## config.mk

```make
export PLATFORM = sky130hd
export DESIGN_NAME = dmem_arbiter
export DESIGN_NICKNAME = d
export VERILOG_FILES = /design/src/rtl/dmem_arbiter.sv
export SDC_FILE = /design/constraint.sdc
export NUM_CORES = 1
export LEC_CHECK = 0
export BUFFER_PORTS_ARGS = -buffer_cell sky130_fd_sc_hd__buf_2
export CORE_ASPECT_RATIO = 0.6
export CORE_MARGIN = 2
export CORE_UTILIZATION = 46
export CTS_BUF_LIST = sky130_fd_sc_hd__clkbuf_4
export DETAILED_ROUTE_END_ITERATION = 8
export GPL_ROUTABILITY_DRIVEN = 0
export PLACE_DENSITY = 0.82
export SLEW_MARGIN = 30
export SYNTH_ARGS = -nofsm -noshare
export SYNTH_HDL_FRONTEND = slang
export SYNTH_SLANG_ARGS = --single-unit
```

## constraint.sdc

```tcl
create_clock -name clk -period 1.7 [get_ports clk]
set_input_delay 0.425 -clock clk [delete_from_list [all_inputs] [get_ports clk]]
set_output_delay 0.425 -clock clk [all_outputs]
set_load 0.05 [all_outputs]
```

## src/rtl/dmem_arbiter.sv

```systemverilog
// Arbiter that shares one single-ported data memory between the CPU MEM stage and a DMA/debug requester.
// Each grant is a fixed four-cycle sequence: sample (IDLE), address setup, access, acknowledge.
module dmem_arbiter #(
  parameter int AW           = 32,
  parameter int DW           = 32,
  parameter bit CPU_PRIORITY = 1'b0
) (
  input  logic          clk,
  input  logic          rst,
  input  logic          cpu_req,
  input  logic          cpu_we,
  input  logic [AW-1:0] cpu_addr,
  input  logic [DW-1:0] cpu_wdata,
  output logic          cpu_ack,
  output logic [DW-1:0] cpu_rdata,
  input  logic          dma_req,
  input  logic          dma_we,
  input  logic [AW-1:0] dma_addr,
  input  logic [DW-1:0] dma_wdata,
  output logic          dma_ack,
  output logic [DW-1:0] dma_rdata,
  output logic [AW-1:0] mem_addr,
  output logic [DW-1:0] mem_wdata,
  output logic          mem_we,
  output logic          mem_re,
  input  logic [DW-1:0] mem_rdata,
  output logic          busy,
  output logic          owner
);

  // state  | meaning
  // IDLE   | sample requests, pick and latch the winner
  // GRANT  | drive latched address/data, read enable only
  // ACCESS | one-cycle write strobe, or read capture
  // RESP   | one-cycle ack to the owner
  typedef enum logic [1:0] {IDLE, GRANT, ACCESS, RESP} state_t;

  state_t          state, state_nxt;
  logic            owner_q;
  logic            last_owner;
  logic            we_q;
  logic [AW-1:0]   addr_q;
  logic [DW-1:0]   wdata_q;
  logic [DW-1:0]   cpu_rdata_q;
  logic [DW-1:0]   dma_rdata_q;
  logic            any_req;
  logic            win_dma;

  assign any_req = cpu_req | dma_req;

  // On a tie, round-robin hands the grant to whoever did not win last time.
  always_comb begin
    win_dma = dma_req;
    if (cpu_req && dma_req) begin
      win_dma = CPU_PRIORITY ? 1'b0 : !last_owner;
    end
  end

  always_ff @(posedge clk) begin
    if (!rst) begin
      state <= IDLE;
    end else begin
      state <= state_nxt;
    end
  end

  always_comb begin
    state_nxt = state;
    mem_we    = 1'b0;
    mem_re    = 1'b0;
    cpu_ack   = 1'b0;
    dma_ack   = 1'b0;
    case (state)
      IDLE: begin
        if (any_req) begin
          state_nxt = GRANT;
        end
      end
      GRANT: begin
        state_nxt = ACCESS;
        mem_re    = !we_q;
      end
      ACCESS: begin
        state_nxt = RESP;
        mem_we    = we_q;
        mem_re    = !we_q;
      end
      RESP: begin
        state_nxt = IDLE;
        cpu_ack   = !owner_q;
        dma_ack   = owner_q;
      end
      default: begin
        state_nxt = IDLE;
      end
    endcase
  end

  always_ff @(posedge clk) begin
    if (!rst) begin
      owner_q     <= 1'b0;
      last_owner  <= 1'b1;
      we_q        <= 1'b0;
      addr_q      <= '0;
      wdata_q     <= '0;
      cpu_rdata_q <= '0;
      dma_rdata_q <= '0;
    end else begin
      if (state == IDLE && any_req) begin
        owner_q <= win_dma;
        we_q    <= win_dma ? dma_we    : cpu_we;
        addr_q  <= win_dma ? dma_addr  : cpu_addr;
        wdata_q <= win_dma ? dma_wdata : cpu_wdata;
      end
      if (state == ACCESS && !we_q) begin
        if (owner_q) begin
          dma_rdata_q <= mem_rdata;
        end else begin
          cpu_rdata_q <= mem_rdata;
        end
      end
      if (state == RESP) begin
        last_owner <= owner_q;
      end
    end
  end

  // Memory address/data come straight from the latches so late input changes cannot leak in.
  assign mem_addr  = addr_q;
  assign mem_wdata = wdata_q;
  assign cpu_rdata = cpu_rdata_q;
  assign dma_rdata = dma_rdata_q;
  assign busy      = (state != IDLE);
  assign owner     = owner_q;

endmodule

```

Word level (Yosys, flattened, before mapping)
Index checks and enable logic that the tools add are counted.

word-level totals
  bits in registers = 133
  logic and storage cells = 35

operators by class
  equality and inequality tests = 4
  multiplexer cells = 10
  bitwise operators = 2
  reductions and logical operators = 11

operator list
  operator                                                               count
  32-bit 2-to-1 mux                                                      2
  2-bit one-hot mux with 4 select lines                                  1
  1-bit 2-to-1 mux                                                       6
  2-bit equality test, second input constant                             2
  2-bit AND reduction                                                    2
  1-bit logical AND                                                      3
  1-bit zero test                                                        3
  2-bit by 1-bit equality test with 1-bit output, second input constant  1
  2-bit zero test                                                        1
  2-bit 2-to-1 mux                                                       1
  2-bit != test, second input constant                                   1
  2-bit nonzero test                                                     1
  2-bit OR reduction                                                     1
  1-bit NOT                                                              1
  1-bit bitwise OR                                                       1

Depth between registers and ports, before layout
  depth after elaboration = 3
  depth in mapped cells = 7
  gate-level depth less buffers = 5

Least setup slack after synthesis
No wires, ideal clock.

  path type = reg2out
  from = register state[0]
  to = output port mem_re
  arrival time = 1381 ps
  required time = 1275 ps
  setup slack = -106 ps
  stages on the path, launching flop included = 4
  cells stage by stage = dfxtp_1 inv_1 ha_1 nor2b_1

between the ends
  longest elaborated chain between the ends = 3
  elaborated cells between the ends (all ways) = 4

ends and longest elaborated chain
  item                                                                                          RTL line  text
  start, declared                                                                               38        state_t state, state_nxt;
  start signal, assigned                                                                        63        state <= state_nxt;
  2-bit equality test / 2-bit by 1-bit equality test with 1-bit output (equally long branches)  73        case (state)
  2-bit OR reduction (no source line) *                                                         n/a
  1-bit 2-to-1 mux *                                                                            n/a
  end, declared                                                                                 25        output logic mem_re,

Every way passes the cells marked *; elsewhere a longest branch is shown, timed or not.

Worst setup path in the final report
  from = register state[1]
  to = output port mem_re

Same word-level chain as after synthesis.

==> results.toml <==
[sta]
worst_slack_ns = -0.213
setup_tns_ns = -0.706
finalClockSkew_ns = 0.0243
rsz0062_at_grt = "yes"
setup_violations = 5
fin_hold_ws_ns = 0.133
slew_violations = 0
finalHoldViolCount = 0
max_freq_mhz = 523
period_needed_ns = 1.91
max-slew-margin-rel_pct = 71.9
fin_crit_sh_pct = 113
worst_slew_pin_slew_ns = 0.420

[logic_synthesis]
synth-edff-count = 0
ys_async_sr_fraction_pct = 0
netlist_top_cells_area = "dfxtp_1 50%, nand2_1 14%, a21oi_1 12%"
syn_avg_cell_area_um2 = 7.93
ys_types = 26
ys_ff_latch = 133
ys_warn_count = 0
synth_top_area_share_pct = 50.1
synthTopCellsByCount = "194 x nand2_1, 133 x dfxtp_1, 132 x a21oi_1"
ys.flop_type = "dfxtp_1"
yosysMostFrequentCell = "nand2_1"
syn_nets = 839
yosysSeqAreaShare_pct = 50.1
synth_top_area_cell = "dfxtp_1"
syn_inst = 670
netlist_area_um2 = 5320

[clocking]
clockBufferDepth = 2
clock-root-buffer = "clkbuf_4"
clkTransAtPathRegs_ns = 0.13
clock-sinks = 133
clk_latency_ns = 0.52
htreeDepth = 4
cts_tree = "yes"
cts_hold_buffers = 0
numCtsBuffers = 17

[worst_setup_path]
startpoint_type = "flip-flop"
arrival_ns = 1.49
path_class = "reg2out"
crit_required_ns = 1.27
cp_max_fo = 3
crit_path_end_kind = "output port"

[place]
hpwlAfterDp_um = 11200
dp_cells = 1085
port_buffers = 299

[die]
core_um2 = 11300
rows = 30
dieWidth_um = 143
initial_core_util_pct = 47.1
io_pins = 300
die-area_um2 = 12500
die_h_um = 87.3

[cells_and_area]
area.sequential_um2 = 2680
finalNonFillerCells = 1120
final_nets = 1116
area_growth_syn_to_layout_pct = 40.2
drive_gt1_share_pct = 37.7
multi_input_area_um2 = 2430
fillerInstances = 985
num_antenna_cells = 0

[detailed_routing]
viasPerCell = 5.08
drc_errors = 0
dr.pass1.iters = 5
drtIter0Drc = 273
wl_um = 16300
vias = 5691
post_drt_wl_per_cell_um = 14.6
ant_nets = 0

[min_path]
min_path_type = "in2reg"

[grt]
grt_util_all_layers_pct = 26.0
grt_pass1_vias = 5206
grt_max_degree = 88
grt_pass1_wl_um = 25500
gr-total-overflow = 0
antenna_found_initial = 0

[outcome]
violations = "negative setup slack"
status = "finished with violations"

[power]
powerDensity_nw_per_um2 = 1730
power_leakage_uw = 0.00357
ir_worst_vdd_mv = 0.821

[run]
max_cap_violations = 0
## timing repair
action,4_1_cts,5_1_grt
gates resized for setup,27,4
pin swaps,1,0
setup buffers,3,0
endpoints found under the hold margin,0,0
endpoints found under the setup margin,6,6
## through the flow
stage	power (µW)	instance area (µm²)	utilization [%]	setup slack, ns
final	12900	7460	66.0	-0.213
after global routing	13600	7460	66.0	-0.311
after CTS	12900	7450	65.9	-0.259
after detailed placement	10200	7010	62.0	0.183
after global placement	10100	7010	62.0	0.214
after floorplan	8570	5320	-	0.0200
## cell type report
class	instances	share of cell area (%)
Sequential cell	133	35.9
Multi-Input combinational cell	477	32.6
Timing Repair Buffer	314	24.0
Tap cell	160	2.69
Clock inverter	14	2.67
Clock buffer	18	1.81
Inverter	4	0.302
## critical path: stages (launching register included)
cell	delay, ns
dfxtp_4	0.40
inv_4	0.04
ha_4	0.25
nor2b_4	0.14
buf_8	0.15
## sequential cells by signal, summed over array words and instances (netlist names)
signal and flops:
mem_wdata 32, owner 1, we_q 1, dma_rdata 32
cpu_rdata 32, last_owner 1, state 2, mem_addr 32
## power by group
group | switching, µW | internal (µW)
clock | 1230 | 1200
combinational | 4520 | 1740
sequential | 378 | 3850
## layout by cell type, fill, tap and decap left out, types with 2 or more instances in the layout
cell,n
buf_12,11
clkinv_4,4
buf_8,2
a21boi_1,65
o21ai_1,10
inv_6,3
o21ai_0,56
buf_6,3
ha_4,2
buf_2,292
clkbuf_4,18
a21oi_1,132
dfxtp_1,129
dfxtp_4,3
buf_4,6
clkinv_2,2
bufinv_16,4
nand2_1,194
inv_4,3
## final timing paths
check                                   start       endpoint  slack [ns]  cells past startpoint
worst max-delay path                 state[1]         mem_re       -0.21                      4
worst min-delay path            cpu_wdata[24]  mem_wdata[24]        0.13                      3
worst max register to register       state[1]  mem_wdata[13]        0.16                      7
worst min register to register   dma_rdata[5]   dma_rdata[5]        0.46                      2
## cell families (layout without fill, tap and decap cells)
kind of cell | Yosys count | in the layout | synth area share [%]
adders and majority gates | 3 | 3 | 0.706
DFF | 133 | 133 | 50.1
buffers and inverters | 60 | 350 | 5.30
AOI/OAI and AO/OA | 269 | 269 | 28.7
and+or+nand+nor | 205 | 205 | 15.2
## per-layer routing
layer  GRT usage, %  vias up  routed length [µm]
li1               -     2813                   -
met1           32.6     2612                6780
met2           43.6      243                7920
met3           7.20       23                1340
met4           9.18        0                 281
met5              0        -                   0
Note: power is estimated with default switching activity, not from simulation.
